==> src/rtl/ph_input_conditioner_pkg.sv <==
// Default sizing for the board input conditioner, plus the idle raw level
// of a button pad for a given polarity.
package io_input_pkg;
  localparam int NUM_SW_DEF   = 32;
  localparam int NUM_BTN_DEF  = 4;
  localparam int TICK_DIV_DEF = 50000;
  localparam int DB_TICKS_DEF = 10;

  function automatic logic btn_idle(input bit active_low);
    return active_low ? 1'b1 : 1'b0;
  endfunction
endpackage

==> src/rtl/ph_input_conditioner_debounce_ch.sv <==
// One push-button channel: 2-flop sync, polarity fix, tick-based debounce,
// press pulse and software-clearable sticky flag.
module debounce_ch
  import io_input_pkg::*;
#(
  parameter int DB_TICKS       = DB_TICKS_DEF,
  parameter bit BTN_ACTIVE_LOW = 1'b1
) (
  input  logic i_clk,
  input  logic i_reset,
  input  logic i_tick,
  input  logic i_raw,
  input  logic i_clr,
  output logic o_level,
  output logic o_press,
  output logic o_latched
);
  localparam int CW = $clog2(DB_TICKS) + 1;
  localparam logic IDLE = btn_idle(BTN_ACTIVE_LOW);

  logic          r_sync1, r_sync2;
  logic [CW-1:0] r_cnt;
  logic          r_stable, r_prev, r_press, r_latched;
  logic          w_pressed;

  assign w_pressed = BTN_ACTIVE_LOW ? ~r_sync2 : r_sync2;

  always_ff @(posedge i_clk or posedge i_reset) begin
    if (i_reset) begin
      r_sync1 <= IDLE;
      r_sync2 <= IDLE;
    end else begin
      r_sync1 <= i_raw;
      r_sync2 <= r_sync1;
    end
  end

  // Stable state flips only after DB_TICKS consecutive differing samples.
  always_ff @(posedge i_clk or posedge i_reset) begin
    if (i_reset) begin
      r_cnt    <= '0;
      r_stable <= 1'b0;
    end else if (i_tick) begin
      if (w_pressed == r_stable) begin
        r_cnt <= '0;
      end else if (r_cnt == CW'(DB_TICKS - 1)) begin
        r_stable <= w_pressed;
        r_cnt    <= '0;
      end else begin
        r_cnt <= r_cnt + 1'b1;
      end
    end
  end

  // Press pulse lands the cycle after the level rises; set beats clear.
  always_ff @(posedge i_clk or posedge i_reset) begin
    if (i_reset) begin
      r_prev    <= 1'b0;
      r_press   <= 1'b0;
      r_latched <= 1'b0;
    end else begin
      r_prev  <= r_stable;
      r_press <= r_stable & ~r_prev;
      if (r_press)    r_latched <= 1'b1;
      else if (i_clr) r_latched <= 1'b0;
    end
  end

  assign o_level   = r_stable;
  assign o_press   = r_press;
  assign o_latched = r_latched;
endmodule

==> src/rtl/ph_input_conditioner.sv <==
// Board input conditioner: shared debounce prescaler, per-bit switch
// majority filter, and one debounce_ch per push button.
module ph_input_conditioner
  import io_input_pkg::*;
#(
  parameter int NUM_SW         = NUM_SW_DEF,
  parameter int NUM_BTN        = NUM_BTN_DEF,
  parameter int TICK_DIV       = TICK_DIV_DEF,
  parameter int DB_TICKS       = DB_TICKS_DEF,
  parameter bit BTN_ACTIVE_LOW = 1'b1
) (
  input  logic               i_clk,
  input  logic               i_reset,
  input  logic [NUM_SW-1:0]  i_sw_raw,
  input  logic [NUM_BTN-1:0] i_btn_raw,
  input  logic [NUM_BTN-1:0] i_btn_clr,
  output logic [NUM_SW-1:0]  o_io_sw,
  output logic [NUM_BTN-1:0] o_ph_button,
  output logic [NUM_BTN-1:0] o_btn_press,
  output logic [NUM_BTN-1:0] o_btn_latched
);
  localparam int PW = $clog2(TICK_DIV);

  logic [PW-1:0]     r_presc;
  logic              w_tick;
  logic [NUM_SW-1:0] r_sw_sync1, r_sw_sync2;
  logic [NUM_SW-1:0] r_hist0, r_hist1, r_hist2;
  logic [NUM_SW-1:0] r_sw;

  assign w_tick = (r_presc == PW'(TICK_DIV - 1));

  always_ff @(posedge i_clk or posedge i_reset) begin
    if (i_reset)     r_presc <= '0;
    else if (w_tick) r_presc <= '0;
    else             r_presc <= r_presc + 1'b1;
  end

  // Switch history advances once per tick; the output is a 2-of-3 vote.
  always_ff @(posedge i_clk or posedge i_reset) begin
    if (i_reset) begin
      r_sw_sync1 <= '0;
      r_sw_sync2 <= '0;
      r_hist0    <= '0;
      r_hist1    <= '0;
      r_hist2    <= '0;
      r_sw       <= '0;
    end else begin
      r_sw_sync1 <= i_sw_raw;
      r_sw_sync2 <= r_sw_sync1;
      if (w_tick) begin
        r_hist0 <= r_sw_sync2;
        r_hist1 <= r_hist0;
        r_hist2 <= r_hist1;
      end
      r_sw <= (r_hist0 & r_hist1) | (r_hist0 & r_hist2) | (r_hist1 & r_hist2);
    end
  end

  assign o_io_sw = r_sw;

  generate
    for (genvar g = 0; g < NUM_BTN; g++) begin : g_btn
      debounce_ch #(
        .DB_TICKS       (DB_TICKS),
        .BTN_ACTIVE_LOW (BTN_ACTIVE_LOW)
      ) u_ch (
        .i_clk     (i_clk),
        .i_reset   (i_reset),
        .i_tick    (w_tick),
        .i_raw     (i_btn_raw[g]),
        .i_clr     (i_btn_clr[g]),
        .o_level   (o_ph_button[g]),
        .o_press   (o_btn_press[g]),
        .o_latched (o_btn_latched[g])
      );
    end
  endgenerate
endmodule

==> config.mk <==
export PLATFORM = sky130hd
export DESIGN_NAME = ph_input_conditioner
export DESIGN_NICKNAME = d
export VERILOG_FILES = /design/src/rtl/ph_input_conditioner_pkg.sv /design/src/rtl/ph_input_conditioner_debounce_ch.sv /design/src/rtl/ph_input_conditioner.sv
export SDC_FILE = /design/constraint.sdc
export NUM_CORES = 1
export LEC_CHECK = 0
export CORE_UTILIZATION = 41
export DETAILED_ROUTE_END_ITERATION = 16
export SKIP_CTS_REPAIR_TIMING = 1
export SLEW_MARGIN = 20
export SYNTH_ARGS = -nofsm -noshare
export SYNTH_HDL_FRONTEND = slang
export SYNTH_SLANG_ARGS = --single-unit
export TNS_END_PERCENT = 20
==> constraint.sdc <==
create_clock -name i_clk -period 19.5 [get_ports i_clk]
set_input_delay 1.95 -clock i_clk [delete_from_list [all_inputs] [get_ports i_clk]]
set_output_delay 1.95 -clock i_clk [all_outputs]
set_load 0.02 [all_outputs]
Word level (Yosys, flattened, before mapping)
Cells that the tools add are included.
Storage, ports and cells
  flip-flop bits (word level): 252
  logic and storage cells: 95
  output and inout port bits: 44
  bits of input ports: 42
Operators by class
  bitwise logic cells: 21
  mux-type cells: 17
  add/subtract/negate cells: 5
  equal/unequal tests: 9
  reduce and logical (&&, ||, !) cells: 8
Operators with widths (count)
  $and A32 B32 Y32: 3
  $or A32 B32 Y32: 2
  $mux W5: 8
  $add A5 B1 Y5 const B: 4
  $eq A5 B4 Y1 const B: 4
  $add A16 B1 Y16 const B: 1
  $eq A16 B16 Y1 const B: 1
  $mux W16: 1
  $not A1 Y1: 12
  $reduce_and A3 Y1: 4
  $mux W1: 8
  $reduce_bool A2 Y1: 4
  $and A1 B1 Y1: 4
  $eq A1 B1 Y1: 4

Logic depth before layout (Yosys ltp)
  word-level depth: 4
  gate-level depth with buffers: 8
  depth with buffers taken out: 6

Hierarchy
From an unflattened synthesis, not the netlist that was laid out.
Second synthesis, totals
  cell total of the unflattened synthesis: 575
  area total of the unflattened synthesis: 8983.6 sq um
Modules (own cells, without submodules)
  ph_input_conditioner: area each 7036.7 sq um, seq. area each 5205.0 sq um, cells an instance 403, times used 1
  debounce_ch: area each 486.7 sq um, seq. area each 277.8 sq um, cells an instance 43, times used 4

Worst setup path before layout
Ideal clock, no wire load.
  path kind: reg-to-output
  from: register g_btn[0].u_ch.r_stable
  to: output port o_ph_button[0]
  data arrival time: 0.546 ns
  slack: 17.004 ns
  stages on the path, launching flop included: 2
  data required time: 17.550 ns
  buffers on the path: 1
  cells stage by stage: dfrtp_1 > buf_4
RTL lines
  start: declaration: line ph_input_conditioner_debounce_ch.sv:23  | logic r_stable, r_prev, r_press, r_latched;
  start signal: assignment: line ph_input_conditioner_debounce_ch.sv:47  | r_stable <= w_pressed;
  end: declaration: line ph_input_conditioner.sv:18  | output logic [NUM_BTN-1:0] o_ph_button,
No word-level cell between the ends.

Worst setup path after layout
  from: register g_btn[3].u_ch.r_stable
  to: output port o_ph_button[3]
RTL lines (line)
  start: declaration: ph_input_conditioner_debounce_ch.sv:23
  start signal: assignment: ph_input_conditioner_debounce_ch.sv:47
No word-level cell between the ends.

==> out/qor.txt <==
Status - finished, final reports clean
Die area - 22700 um2
Vias after detailed routing - 5319
Vias in the first global route - 5281
Top cell type's share of synthesized area - 0.675
Cell leakage power - 5.49 nW
Number of diodes - 0
Cell Pwr Density - 97.0 nW/um2
Die Width - 151 um
Crit path from - g_btn[3].u_ch.o_level
Total GRT Usage - 0.135
Clock power frac - 0.480
Worst EP arrival - 1550 ps
Synth warn - 0
Area of the mapped netlist - 9050 um2
Final slew viol count - 0
Post-Synthesis Cells - 781
Most frequent cells in the layout - 307 x nand2_1, 244 x dfrtp_1, 85 x clkdlybuf4s50_1, 32 x maj3_1, 27 x clkbuf_16
Post-route clock skew - 15.0 ps
Hold Path Stages - 0
WL final - 14400 um
Final min period - 3500 ps
R2r startpoint - r_presc[0]
Net Switching - 0.211 mW
Worst hold path type - register to register
Slowest library cell on the worst path - clkdlybuf4s50_1
Initial antenna violation count - 0
CP Depth - 1
VDD IR max - 0.0570 mV
R2R depth - 6
Area growth syn-to-layout - 21.3%
Mean post-synth cell area - 11.6 um2
Top_reg_cell synth - dfrtp_1
Yosys top cell by area - dfrtp_1
WP data required - 17550 ps
CP Capture Type - primary output
Routability cong. - 0.702
Crit path buf inv count - 1
EDFF count, synth - 0
H-tree depth - 1
Commonest non-fill, non-tap cell in the layout - nand2_1
CTS tree - yes
Post-synth ARST share - 1.00
Largest net degree at the start of global routing - 113
Fmax - 285 MHz
Comb pwr share - 0.018
Area contributors post-synth - dfrtp_1 67%, nand2_1 13%, maj3_1 3.5%, dfstp_2 2.3%, buf_4 1.2%
Final ANT Viol Nets - 0
Hold path start - r_sw_sync1[28]
First-pass GRT wire length - 24900 um
Number of DRC markers in iteration 0 - 259
Initial Util - 0.424
Clock buffer depth - 3
Critical Path Max Stage Delay - 630 ps
Share of layout cells above drive strength 1 - 0.0727
Clock Sinks - 252
Routed wire per std cell - 12.4 um
Core area - 21400 um2
RSZ-0062 raised after global routing - false
Worst rel slew slack - 0.386
WS Path Type - register to primary output
Standard-cell rows - 53
Final net count - 912
Global route total overflow - 0
First-pass DRT Iterations - 4
Root Buffer - clkbuf_16
Max-cap violation count - 0
Cell Int Power - 0.853 mW
Tightest Pin Transition - 921 ps
#FFs+latches synth - 252
Vias per cell - 4.61
Sequential cell area fraction in the yosys report - 0.698
Critical path cell sequence - clkdlybuf4s50_1
Final cell utilization of the core - 0.514
Die span in y - 151 um
Clk slew on worst S/H paths - 60 ps
Total Neg Setup Slack - 0 ps
Final hold viol count - 0
Synthesized net count - 832
Placed insts - 1107
TritonCTS buffer count - 27
IO Port Bufs - 85
Sequential share of power - 0.501
DRC Markers - 0
Switching share of total power - 0.198
Post-DP HPWL - 8330 um
Setup violations, final - 0
Delay-heaviest family, CP - buffers and inverters
Fin cells - 1155
Tcrit/Tclk final - 0.180
Synth unique cells - 38
IO Count - 86
Crit-path max FO - 4
Worst setup SP type - register
Clk_lat worst skew - 520 ps
[sequential cells by signal, indices dropped and copies added, names as in the netlist]
name / flops
g_btn.u_ch.r_sync1: 4
g_btn.u_ch.r_prev: 4
g_btn.u_ch.o_press: 4
g_btn.u_ch.r_sync2: 4
r_hist2: 32
r_hist1: 32
r_hist0: 32
g_btn.u_ch.o_level: 4
r_presc: 16
o_io_sw: 32
g_btn.u_ch.o_latched: 4
r_sw_sync1: 32
g_btn.u_ch.r_cnt: 20
r_sw_sync2: 32
[metrics by stage]
stage	hold slack (ps)	worst slack [ps]	instance area (um2)	total power, mW
after floorplan	331	10630	9050	0.551
after global placement	331	15410	10100	0.564
after detailed placement	335	15420	10100	0.564
after CTS	345	15970	11000	1.08
after global routing	354	15770	11000	1.11
final	339	16000	11000	1.06
[power groups by stage]
stage,Sequential [mW],Clock (mW),Combinational [mW]
after floorplan,0.542,0,0.00871
after global placement,0.543,0,0.0209
after detailed placement,0.543,0,0.0208
after CTS,0.533,0.529,0.0208
after global routing,0.534,0.548,0.0228
final,0.534,0.511,0.0196
[worst paths after layout]
| path | slack, ps | to |
|---|---|---|
| worst max-delay path | 16000 | o_ph_button[3] |
| worst min-delay path | 340 | r_sw_sync2[28] |
| worst max register to register | 16730 | g_btn[2].u_ch.r_cnt[2] |
| worst min register to register | 340 | r_sw_sync2[28] |
| max in group asynchronous | 16100 | g_btn[0].u_ch.o_press |
| min in group asynchronous | 1950 | r_sw_sync1[27] |
[synthesized netlist by cell type, drive strengths merged (4+ instances only)]
cell type	count
a21o	4
and3	7
and4	6
buf	38
dfrtp	244
dfstp	8
ha	9
inv	14
maj3	32
mux2i	5
nand2	307
nand2b	10
nand3	14
nand4	5
nor2	17
nor4	4
nor4bb	4
o21ai	15
o2bb2ai	6
xnor2	9
xor2	6
[layout make-up]
type                       count  area [um2]
fill                        1877       10400
clock inverter                 9         109
clock buffer                  39         811
multi-input combinational    476        2450
timing repair buffer          90         888
inverter                      14        60.1
tap                          275         344
sequential                   252        6320
[routing by layer]
layer	track usage	routed length (um)	vias up
li1	-	-	2639
met1	0.180	6760	2575
met2	0.220	6660	73
met3	0.0255	532	32
met4	0.0490	409	0
met5	0	0	-
[cells by family after synthesis]
| group | synth area share |
|---|---|
| buffers and inverters | 0.0318 |
| AND/OR/NAND/NOR | 0.178 |
| AO/OA/AOI/OAI | 0.0234 |
| adder cells (fa/ha/maj) | 0.0478 |
| multiplexers | 0.00677 |
| XOR/XNOR | 0.0145 |
| flip-flops | 0.698 |
(Power assumes the default switching activity.)
